**src/rtl/stream_mux_rr.sv**
```systemverilog
// stream_mux_rr: N_CH-to-1 valid/ready stream mux with a registered output.
// Arbitration is either fixed (external select) or round-robin, and a grant
// is held for a whole packet so beats from different sources never interleave.
module stream_mux_rr #(
  parameter int N_CH = 4,
  parameter int DW   = 8,
  parameter int SELW = 2
) (
  input  logic                 clk,
  input  logic                 rst,
  input  logic                 mode,
  input  logic [SELW-1:0]      sel,
  input  logic [N_CH*DW-1:0]   in_data,
  input  logic [N_CH-1:0]      in_valid,
  input  logic [N_CH-1:0]      in_last,
  output logic [N_CH-1:0]      in_ready,
  output logic [DW-1:0]        out_data,
  output logic                 out_valid,
  output logic                 out_last,
  output logic [SELW-1:0]      out_ch,
  input  logic                 out_ready,
  output logic                 busy
);

  typedef enum logic {S_IDLE = 1'b0, S_LOCKED = 1'b1} state_t;

  state_t          r_state, w_state_nxt;
  logic [SELW-1:0] r_grant, r_rr_ptr;
  logic [SELW-1:0] w_pick;
  logic            w_found;
  logic            w_slot_free, w_accept, w_grant_last;
  logic [DW-1:0]   w_grant_data;
  logic [DW-1:0]   w_ch_data [N_CH];

  logic [DW-1:0]   r_out_data;
  logic            r_out_valid, r_out_last;
  logic [SELW-1:0] r_out_ch;

  // Unpack the flat input bus into one word per channel.
  for (genvar k = 0; k < N_CH; k++) begin : g_unpack
    assign w_ch_data[k] = in_data[k*DW +: DW];
  end

  assign w_grant_data = w_ch_data[r_grant];
  assign w_grant_last = in_last[r_grant];
  // Output register can take a beat when empty or draining this cycle.
  assign w_slot_free  = !r_out_valid || out_ready;
  assign w_accept     = (r_state == S_LOCKED) && in_valid[r_grant] && w_slot_free;
  assign busy         = (r_state == S_LOCKED);

  // Candidate grant: external select, or first requester at/after rr_ptr.
  always_comb begin : arb
    logic [SELW-1:0] idx;
    w_found = 1'b0;
    w_pick  = '0;
    idx     = '0;
    if (!mode) begin
      if ((int'(sel) < N_CH) && in_valid[sel]) begin
        w_found = 1'b1;
        w_pick  = sel;
      end
    end else begin
      // Walk from the farthest offset down so the nearest requester wins.
      for (int i = N_CH-1; i >= 0; i--) begin
        idx = SELW'((int'(r_rr_ptr) + i) % N_CH);
        if (in_valid[idx]) begin
          w_found = 1'b1;
          w_pick  = idx;
        end
      end
    end
  end

  // Only the locked channel ever sees ready.
  always_comb begin : ready_gen
    in_ready = '0;
    if (r_state == S_LOCKED) in_ready[r_grant] = w_slot_free;
  end

  // Next-state: lock on a found requester, release after the last beat.
  always_comb begin : fsm_next
    w_state_nxt = r_state;
    case (r_state)
      S_IDLE:   if (w_found) w_state_nxt = S_LOCKED;
      S_LOCKED: if (w_accept && w_grant_last) w_state_nxt = S_IDLE;
      default:  w_state_nxt = S_IDLE;
    endcase
  end

  // State register.
  always_ff @(posedge clk) begin
    if (rst) r_state <= S_IDLE;
    else     r_state <= w_state_nxt;
  end

  // Grant capture in IDLE; round-robin pointer advances past a finished packet.
  always_ff @(posedge clk) begin
    if (rst) begin
      r_grant  <= '0;
      r_rr_ptr <= '0;
    end else begin
      if (r_state == S_IDLE && w_found) r_grant <= w_pick;
      if (w_accept && w_grant_last)
        r_rr_ptr <= (int'(r_grant) == N_CH-1) ? '0 : r_grant + 1'b1;
    end
  end

  // Output register: load on accept, clear valid on drain without reload.
  always_ff @(posedge clk) begin
    if (rst) begin
      r_out_valid <= 1'b0;
      r_out_data  <= '0;
      r_out_last  <= 1'b0;
      r_out_ch    <= '0;
    end else if (w_accept) begin
      r_out_valid <= 1'b1;
      r_out_data  <= w_grant_data;
      r_out_last  <= w_grant_last;
      r_out_ch    <= r_grant;
    end else if (r_out_valid && out_ready) begin
      r_out_valid <= 1'b0;
    end
  end

  assign out_data  = r_out_data;
  assign out_valid = r_out_valid;
  assign out_last  = r_out_last;
  assign out_ch    = r_out_ch;

endmodule

```
**config.mk**
```make
export PLATFORM = sky130hd
export DESIGN_NAME = stream_mux_rr
export DESIGN_NICKNAME = d
export VERILOG_FILES = /design/src/rtl/stream_mux_rr.sv
export SDC_FILE = /design/constraint.sdc
export NUM_CORES = 1
export LEC_CHECK = 0
export BUFFER_PORTS_ARGS = -buffer_cell sky130_fd_sc_hd__buf_4
export CORE_MARGIN = 2
export CORE_UTILIZATION = 45
export CTS_BUF_LIST = sky130_fd_sc_hd__clkbuf_8
export CTS_CLUSTER_SIZE = 28
export DETAILED_ROUTE_END_ITERATION = 16
export HOLD_SLACK_MARGIN = 0.15
export PLACE_DENSITY = 0.89
export SLEW_MARGIN = 20
export SYNTH_ARGS = -nofsm -noshare
export SYNTH_HDL_FRONTEND = slang
export SYNTH_SLANG_ARGS = --single-unit
```
**constraint.sdc**
```tcl
create_clock -name clk -period 2.1 [get_ports clk]
set_clock_uncertainty 0.15 [all_clocks]
set_input_delay 0.315 -clock clk [delete_from_list [all_inputs] [get_ports clk]]
set_output_delay 0.315 -clock clk [all_outputs]
set_load 0.02 [all_outputs]
```
==> impl_metrics.csv <==
group,metric,value,unit
floorplan,rows,17,
clock_network,cts_buffers,3,
run_status,status,"finished clean",
clock_network,h-tree-depth,1,
global_routing,antenna_found_initial,0,
final_layout,final_nets,219,
global_routing,first_global_vias,1068,
timing,finalSetupViolCount,0,
timing,fin_crit_sh,93.2,%
place,hpwl,2520,um
critical_path,path_cells,"buf_6, inv_1, ha_1, and3_1, buf_4",
floorplan,start_util,48.5,%
timing,tns,0,ns
timing,period_minus_slack,1.96,ns
yosys,yosys_warnings,0,
clock_network,clockBufferDepth,2,
route,firstDrtPassIters,4,
route,vias,1087,
floorplan,core,2280,um2
route,avgViaCountPerCell,5.55,
timing,finalMaxSlewViolations,0,
global_routing,grt_max_degree,18,
critical_path,worstSetupStartpointType,"flip-flop",
final_layout,antennaDiodeCount,0,
critical_path,end_kind,"primary output",
yosys,syn_avg_cell_area,10.4,um2
floorplan,fp.dieW,53.5,um
critical_path,path_class,"reg -> out",
critical_path,crit_family,"buffers and inverters",
final_layout,areaGrowthSynthToFinish,47.8,%
route,final_antenna_net_count,0,
yosys,synth-seq-area-share,30.8,%
final_layout,post-route-util,71.7,%
timing,hold_viol_final,0,
route,drc,0,
pwr,p_per_area,603,nW/um2
timing,tightestPinTransition,0.418,ns
timing,fmax,511,MHz
floorplan,ioPinCount,63,
critical_path,arrival,1.49,ns
yosys,ys_types,27,
critical_path,cp_slowest_cell,"dfxtp_1",
critical_path,worstPathMaxFanout,13,
clock_network,cts_sinks,17,
critical_path,crit_buf_inv,3,
clock_network,cts_setup_buffers,0,
yosys,syn-num-nets,156,
final_layout,layout-drive-gt1-share,47.0,%
place,gp_congestion,0.833,
final_layout,layout_commonest_cell,"buf_4",
route,dr.first_iter.drc_count,28,
worst_hold_path,hold_path.class,"in -> reg",
pwr,leakage,0.752,nW
critical_path,cpPeakStageDelay,0.43,ns
yosys,syn_inst,106,
run,maxCapViolations,0,
yosys,synthArstFlopShare,0,%
global_routing,grt_pass1_wl,4610,um
yosys,syn_area,1100,um2
route,wire_per_inst,16.5,um
clock_network,clock_latency,0.25,ns
clock_network,path_clk_slew,0.07,ns
place,portBuffers,62,
global_routing,grt-ovfl-total,0,
final_layout,final_cell_mix,"64 x buf_4, 17 x dfxtp_1, 15 x mux2i_1, 15 x nor2_1, 9 x mux4_2",
clock_network,cts_root_buf,"clkbuf_8",
yosys,synth_flop_cell,"dfxtp_1",
yosys,yosys_register_bits,17,
yosys,synth_edf_count,0,
clock_network,cts_tree,"built",
timing,rsz0062_at_grt,"false",
floorplan,die_h,53.5,um
pwr,peakVddDrop,0.361,mV
floorplan,die_area,2860,um2
route,wirelength,3230,um
timing,max_slew_margin,72.1,%
critical_path,required,1.63,ns
global_routing,grt_usage,22.9,%
final cells by class:
type                    count  area, um2
multi-input cells          80        711
fillers                   188        644
repair buffers             65        492
flip-flops and latches     17        340
clock buffers               3       41.3
well taps                  28       35.0
inverters                   2       7.51
clock inverters             1       5.00
cells in the mapped netlist (2+ instances only):
cell type / n / area [um2]
nor2_1: 15 / 56.3
a22oi_1: 2 / 15.0
buf_2: 3 / 15.0
and3_1: 4 / 25.0
nand2_1: 3 / 11.3
buf_6: 2 / 22.5
nand2b_1: 4 / 25.0
inv_1: 2 / 7.51
mux4_2: 9 / 203
nor2b_1: 3 / 18.8
mux2i_1: 15 / 150
dfxtp_1: 17 / 340
nor4_1: 2 / 12.5
o21ai_0: 3 / 15.0
ha_1: 4 / 50.1
a21oi_1: 7 / 35.0
sequential cells by signal, indices dropped and copies added, names as in the netlist:
register	cells
busy	1
out_ch	2
out_data	8
out_last	1
out_valid	1
r_grant	2
r_rr_ptr	2
path summary, 6_finish.rpt:
path / start / end / slack (ns) / depth (start not counted)
setup / recovery: r_grant[0] / in_ready[2] / 0.14 / 5
hold / removal: rst / out_last / 0.22 / 2
setup reg to reg: r_grant[0] / r_rr_ptr[1] / 0.30 / 4
hold reg to reg: out_last / out_last / 0.34 / 2
per-stage QoR:
| step | setup WS [ns] | hold slack [ns] | power (W) | cell area (um2) | instances |
|---|---|---|---|---|---|
| floorplan | 0.323 | 0.305 | 0.000600 | 1100 | 106 |
| global placement | 0.397 | 0.320 | 0.000731 | 1580 | 192 |
| detailed placement | 0.344 | 0.328 | 0.000747 | 1580 | 192 |
| CTS | 0.0695 | 0.206 | 0.000985 | 1630 | 196 |
| global route | 0.0589 | 0.236 | 0.00103 | 1630 | 196 |
| finish | 0.143 | 0.217 | 0.000984 | 1630 | 196 |
power by group:
group / leakage [nW] / internal [W] / switching, W
Combinational: 0.587 / 0.000202 / 0.000164
Clock: 0.0255 / 0.000131 / 0.000107
Sequential: 0.139 / 0.000351 / 0.0000282
Total: 0.752 / 0.000684 / 0.000300
routing by layer:
metal,track usage [%],share of wire (%),wire length (um),up-vias
met4,6.84,0.46,15,0
met1,23.7,38,1210,509
met2,46.5,53,1720,56
met3,3.11,8.8,284,2
met5,0,0,0,-
li1,-,-,-,520
logic make-up (layout without fill, tap and decap cells):
kind of cell	Yosys count	after routing	synth area share, %
AO/OA/AOI/OAI	16	16	9.18
flip-flops	17	17	30.8
buffers and inverters	9	71	4.76
adder cells (fa/ha/maj)	4	4	4.54
AND/OR/NAND/NOR	35	35	16.3
multiplexers	25	25	34.4
timing repair:
| item | in CTS | in global routing |
|---|---|---|
| setup endpoints to repair | 0 | 1 |
| hold buffers | 0 | 0 |
| gates resized for setup | 0 | 1 |
Power figures use the tool's default switching activity.
